### src/rtl/i2c_init_sequencer.sv
// Table-driven I2C init sequencer: walks a synchronous init ROM and expands
// write/delay/end entries into byte commands for a shared I2C byte engine.
module i2c_init_sequencer #(
    parameter int unsigned ADDR_W        = 6,
    parameter logic [7:0]  DEV_ADDR_CAM  = 8'h20,
    parameter logic [7:0]  DEV_ADDR_HDMI = 8'h72,
    parameter int unsigned MS_CYCLES     = 74250,
    parameter int unsigned MAX_RETRY     = 3
) (
    input  logic              iClk,
    input  logic              iRst,
    input  logic              iGo,
    output logic              oBusy,
    output logic              oDone,
    output logic              oError,
    output logic [ADDR_W-1:0] ovErrIndex,
    output logic [ADDR_W-1:0] ovRomAddr,
    input  logic [39:0]       ivRomData,
    output logic              oByteValid,
    output logic              oByteStart,
    output logic              oByteStop,
    output logic [7:0]        ovByte,
    input  logic              iByteReady,
    input  logic              iByteDone,
    input  logic              iByteNack
);

    localparam int unsigned CYC_W = (MS_CYCLES > 1) ? $clog2(MS_CYCLES) : 1;
    localparam int unsigned RET_W = (MAX_RETRY > 0) ? $clog2(MAX_RETRY + 1) : 1;
    localparam logic [CYC_W-1:0] CYC_LAST  = CYC_W'(MS_CYCLES - 1);
    localparam logic [CYC_W-1:0] CYC_FIRST = (MS_CYCLES > 1) ? CYC_W'(1) : '0;
    localparam logic [RET_W-1:0] RET_MAX   = RET_W'(MAX_RETRY);

    typedef enum logic [2:0] {
        S_IDLE, S_FETCH, S_DECODE, S_SEND, S_WAIT, S_DELAY, S_NEXT, S_DONE
    } state_t;

    state_t             state_q, state_d;
    logic [ADDR_W-1:0]  addr_q, addr_d;
    logic [ADDR_W-1:0]  err_idx_q, err_idx_d;
    logic               err_q, err_d;
    logic               hdmi_q, hdmi_d;
    logic               wide_q, wide_d;
    logic [15:0]        reg_q, reg_d;
    logic [15:0]        data_q, data_d;
    logic [2:0]         idx_q, idx_d;
    logic [RET_W-1:0]   retry_q, retry_d;
    logic [15:0]        ms_q, ms_d;
    logic [CYC_W-1:0]   cyc_q, cyc_d;

    logic [2:0]         last_idx;
    logic [7:0]         byte_sel;
    logic               in_send;
    logic               unused_rsvd;

    assign unused_rsvd = ^ivRomData[35:32];

    always_ff @(posedge iClk or posedge iRst) begin
        if (iRst) begin
            state_q   <= S_IDLE;
            addr_q    <= '0;
            err_idx_q <= '0;
            err_q     <= 1'b0;
            hdmi_q    <= 1'b0;
            wide_q    <= 1'b0;
            reg_q     <= '0;
            data_q    <= '0;
            idx_q     <= '0;
            retry_q   <= '0;
            ms_q      <= '0;
            cyc_q     <= '0;
        end else begin
            state_q   <= state_d;
            addr_q    <= addr_d;
            err_idx_q <= err_idx_d;
            err_q     <= err_d;
            hdmi_q    <= hdmi_d;
            wide_q    <= wide_d;
            reg_q     <= reg_d;
            data_q    <= data_d;
            idx_q     <= idx_d;
            retry_q   <= retry_d;
            ms_q      <= ms_d;
            cyc_q     <= cyc_d;
        end
    end

    assign last_idx = wide_q ? 3'd4 : 3'd2;

    always_comb begin
        state_d   = state_q;
        addr_d    = addr_q;
        err_idx_d = err_idx_q;
        err_d     = err_q;
        hdmi_d    = hdmi_q;
        wide_d    = wide_q;
        reg_d     = reg_q;
        data_d    = data_q;
        idx_d     = idx_q;
        retry_d   = retry_q;
        ms_d      = ms_q;
        cyc_d     = cyc_q;
        case (state_q)
            S_IDLE: begin
                if (iGo) begin
                    err_d   = 1'b0;
                    addr_d  = '0;
                    retry_d = '0;
                    state_d = S_FETCH;
                end
            end
            S_FETCH: state_d = S_DECODE;
            S_DECODE: begin
                hdmi_d = ivRomData[37];
                wide_d = ivRomData[36];
                reg_d  = ivRomData[31:16];
                data_d = ivRomData[15:0];
                idx_d  = '0;
                ms_d   = ivRomData[15:0];
                // DECODE itself is the first cycle of a delay
                cyc_d  = CYC_FIRST;
                case (ivRomData[39:38])
                    2'b01:   state_d = S_SEND;
                    2'b10:   state_d = (ivRomData[15:0] == 16'd0) ? S_NEXT : S_DELAY;
                    default: state_d = S_DONE;
                endcase
            end
            S_SEND: begin
                if (iByteReady) state_d = S_WAIT;
            end
            S_WAIT: begin
                if (iByteDone) begin
                    if (!iByteNack) begin
                        if (idx_q == last_idx) begin
                            state_d = S_NEXT;
                        end else begin
                            idx_d   = idx_q + 1'b1;
                            state_d = S_SEND;
                        end
                    end else if (retry_q < RET_MAX) begin
                        retry_d = retry_q + 1'b1;
                        idx_d   = '0;
                        state_d = S_SEND;
                    end else begin
                        err_d     = 1'b1;
                        err_idx_d = addr_q;
                        state_d   = S_DONE;
                    end
                end
            end
            S_DELAY: begin
                if (cyc_q == CYC_LAST) begin
                    cyc_d = '0;
                    if (ms_q == 16'd1) state_d = S_NEXT;
                    else               ms_d    = ms_q - 16'd1;
                end else begin
                    cyc_d = cyc_q + 1'b1;
                end
            end
            S_NEXT: begin
                retry_d = '0;
                if (addr_q == '1) begin
                    state_d = S_DONE;
                end else begin
                    addr_d  = addr_q + 1'b1;
                    state_d = S_FETCH;
                end
            end
            S_DONE:  state_d = S_IDLE;
            default: state_d = S_IDLE;
        endcase
    end

    always_comb begin
        byte_sel = hdmi_q ? DEV_ADDR_HDMI : DEV_ADDR_CAM;
        if (wide_q) begin
            case (idx_q)
                3'd0:    byte_sel = hdmi_q ? DEV_ADDR_HDMI : DEV_ADDR_CAM;
                3'd1:    byte_sel = reg_q[15:8];
                3'd2:    byte_sel = reg_q[7:0];
                3'd3:    byte_sel = data_q[15:8];
                default: byte_sel = data_q[7:0];
            endcase
        end else begin
            case (idx_q)
                3'd0:    byte_sel = hdmi_q ? DEV_ADDR_HDMI : DEV_ADDR_CAM;
                3'd1:    byte_sel = reg_q[7:0];
                default: byte_sel = data_q[7:0];
            endcase
        end
    end

    // Byte fields are gated so that every output reads 0 outside SEND
    assign in_send    = (state_q == S_SEND);
    assign oByteValid = in_send;
    assign oByteStart = in_send && (idx_q == 3'd0);
    assign oByteStop  = in_send && (idx_q == last_idx);
    assign ovByte     = in_send ? byte_sel : '0;

    assign oBusy      = (state_q != S_IDLE) && (state_q != S_DONE);
    assign oDone      = (state_q == S_DONE);
    assign oError     = err_q;
    assign ovErrIndex = err_idx_q;
    assign ovRomAddr  = addr_q;

endmodule

### config.mk
export PLATFORM = sky130hd
export DESIGN_NAME = i2c_init_sequencer
export DESIGN_NICKNAME = d
export VERILOG_FILES = /design/src/rtl/i2c_init_sequencer.sv
export SDC_FILE = /design/constraint.sdc
export NUM_CORES = 1
export LEC_CHECK = 0
export CORE_MARGIN = 3
export CORE_UTILIZATION = 61
export CTS_BUF_LIST = sky130_fd_sc_hd__clkbuf_4 sky130_fd_sc_hd__clkbuf_8
export CTS_CLUSTER_SIZE = 20
export DETAILED_ROUTE_END_ITERATION = 8
export GPL_ROUTABILITY_DRIVEN = 0
export GPL_TIMING_DRIVEN = 0
export PLACE_DENSITY = 0.95
export SETUP_SLACK_MARGIN = 0.02
export SYNTH_ARGS = -nofsm -noshare
export SYNTH_HDL_FRONTEND = slang
export SYNTH_SLANG_ARGS = --single-unit
### constraint.sdc
create_clock -name iClk -period 5.2 [get_ports iClk]
set_input_delay 0.78 -clock iClk [delete_from_list [all_inputs] [get_ports iClk]]
set_output_delay 0.78 -clock iClk [all_outputs]
set_load 0.05 [all_outputs]
==> impl_metrics.ini <==
[pwr]
sequentialPowerShare_pct = 35.1
power_leakage_nw = 2.57
vdd_ir_drop_max_mv = 0.322
combinationalPowerShare_pct = 48.2
internal-power_w = 0.00186
swShare_pct = 44.4
p_sw_w = 0.00149
finalPower_w = 0.00335
power-per-cell-area_mw_per_mm2 = 540
p_clk_share_pct = 16.7

[setup_path]
crit_family = buffers and inverters
crit_chain = clkbuf_1, inv_1, ha_1, clkbuf_1, a22oi_1, a21oi_1, o221ai_1, a21oi_1, clkdlybuf4s50_1
crit_fanout = 10
path_class = register to primary output
reg2reg_slack_ps = 2900
crit_slowest_cell = clkdlybuf4s50_1
end_kind = primary output
crit_buf_inv = 4
cp-start-kind = register
worstPathRequired_ps = 4420
critPathMaxStageDelay_ps = 830
cp.arrival_ps = 3510

[final_layout]
antenna_cells = 0
design_area_sq_mm = 0.00620
fin_nets = 669
final_layout_size_suffix_gt1_share_pct = 15.0
syn_to_final_growth_pct = 20.8

[cts]
ctsResizeCount = 0
post-cts-setup-buffers = 0
cts-root-buf = clkbuf_8
cts_buffer_depth = 2
cts.sink_count = 88
ctsHoldBuffers = 0
htree_levels = 3
cts_tree = built
clk_pin_slew_ps = 90
cts_buffers = 9
clock_latency_ps = 380

[outcome]
violations = DRC
run_status = finished, violations left

[global_route]
grt_max_degree = 67
first_global_vias = 4695
grt_use_total_pct = 29.7
antenna_found_initial = 0
grt_pass1_wl_mm = 23.1
grt.overflow.total = 0

[die]
initial_utilization_pct = 64.8
core_area_sq_mm = 0.00793
io_pins = 72
fp.dieArea_sq_mm = 0.00955
fp-row-count = 32
die_w_um = 97.7
die_h_um = 97.7

[detailed_routing]
postRouteAntennaNets = 0
drtIter0Drc = 664
vias_per_cell = 6.77
drtPass1Iterations = 9
totalWireLength_mm = 14.3
drc = 6
routed-via-count = 4855
wl_per_cell_um = 19.9

[yosys]
synth_area_leaders = dfrtp_1, mux2_2, o21ai_0, a21oi_1, nand2_1
syn_nets = 590
ys_types = 68
synth_edf_count = 0
ys_ff_latch = 88
syn_area_sq_mm = 0.00513
yosysTopAreaCellShare_pct = 42.9
ys_seq_area_share_pct = 42.9
postSynthCellCount = 531
ys_warn_count = 0
syn_avg_cell_area_sq_um = 9.67
synthFlopType = dfrtp_1
async_reset_ff_share_pct = 100
yosysTopAreaCell = dfrtp_1

[timing]
max_freq_mhz = 233
tns_ps = 0
slew_viol_final = 0
worst_slack_ps = 911
rsz0062_at_grt = false
setup_viol = 0
skew_ps = 7.30
fin_crit_sh_pct = 82.5
finalHoldViolations = 0
worst_pin_slew_ps = 726
max-slew-margin-rel_pct = 51.2
period_needed_ps = 4290

[job]
drv_cap = 0

[placement]
dp_slack_ps = 1520
place_area_sq_mm = 0.00596
port_buffers = 67
hpwl_mm = 10.1

[hold_path]
hp-class = register to register
## stage by stage
stage,util [%],std cells,hold slack [ps]
6_report,78.2,717,513
5_1_grt,78.2,717,522
4_1_cts,78.2,717,512
3_5_place_dp,75.2,701,491
3_3_place_gp,74.8,700,457
2_1_floorplan,-,531,454
## cell usage in the layout (no fill, tap or decap), types with 10 or more instances in the layout
cell	count
dfrtp_1	88
a21oi_1	36
clkbuf_8	15
nand2_1	44
inv_1	20
o21ai_0	48
o31ai_1	13
ha_1	13
clkdlybuf4s50_1	67
nor2_1	37
mux2_2	37
nor4_1	10
clkbuf_1	12
## synth_stat cells, drive strengths merged, types with 8 or more instances
library cell	number
dfrtp	88
o21ai	48
nand2	44
mux2	38
nor2	38
a21oi	37
inv	21
clkbuf	16
ha	13
nor4	13
o31ai	13
and3	11
buf	11
nand4	10
a211oi	9
a22oi	9
nand3	9
a21o	8
## layer usage
metal | wire (um) | vias up | GRT usage (%)
li1 | - | 2140 | -
met1 | 5480 | 2304 | 38.3
met2 | 6930 | 342 | 49.7
met3 | 1490 | 69 | 6.71
met4 | 401 | 0 | 10.0
met5 | 0 | - | 0
## area by class of cell
cell class | count | area, sq um
buffer | 27 | 166
tap | 102 | 128
sequential | 88 | 2200
fill | 479 | 1730
clock inverter | 5 | 87.6
inverter | 23 | 88.8
timing repair buffer | 68 | 698
multi-input combinational | 393 | 2680
clock buffer | 11 | 151
## path summary, 6_finish.rpt
kind,from,endpoint,cells past startpoint
max,idx_q[2],ovByte[4],9
min,ovErrIndex[0],ovErrIndex[0],1
max reg2reg,ms_q[1],ms_q[2],7
min reg2reg,ovErrIndex[0],ovErrIndex[0],1
max in group asynchronous,iRst,reg_q[10],3
min in group asynchronous,iRst,ovErrIndex[1],2
## worst register-to-register path, delay by kind of cell (launching register included)
kind,cells,cell delay (ps)
flip-flops,1,450
adder cells (fa/ha/maj),1,150
AO/OA/AOI/OAI,2,550
buffers and inverters,1,100
AND/OR/NAND/NOR,3,890
## power groups by stage
stage	clock network [W]	logic [W]	registers, W
floorplan	0	0.00112	0.00114
global placement	0	0.00147	0.00116
detailed placement	0	0.00155	0.00117
CTS	0.000564	0.00158	0.00116
global route	0.000587	0.00174	0.00120
finish	0.000560	0.00161	0.00118
## cells by family after synthesis
logic type | after synthesis | synth area share [%]
AO/OA/AOI/OAI | 168 | 21.0
XOR/XNOR | 6 | 1.02
adder cells (fa/ha/maj) | 13 | 3.17
buffers and inverters | 50 | 4.92
flip-flops | 88 | 42.9
multiplexers | 39 | 8.60
AND/OR/NAND/NOR | 167 | 18.4
## state kept, by name (all words and copies together) (netlist names)
signal	count
cyc_q	17
data_q	16
ms_q	16
reg_q	16
ovErrIndex	6
ovRomAddr	6
idx_q	3
state_q	3
retry_q	2
hdmi_q	1
oError	1
wide_q	1
No activity file was read; power rests on OpenSTA's default activity.
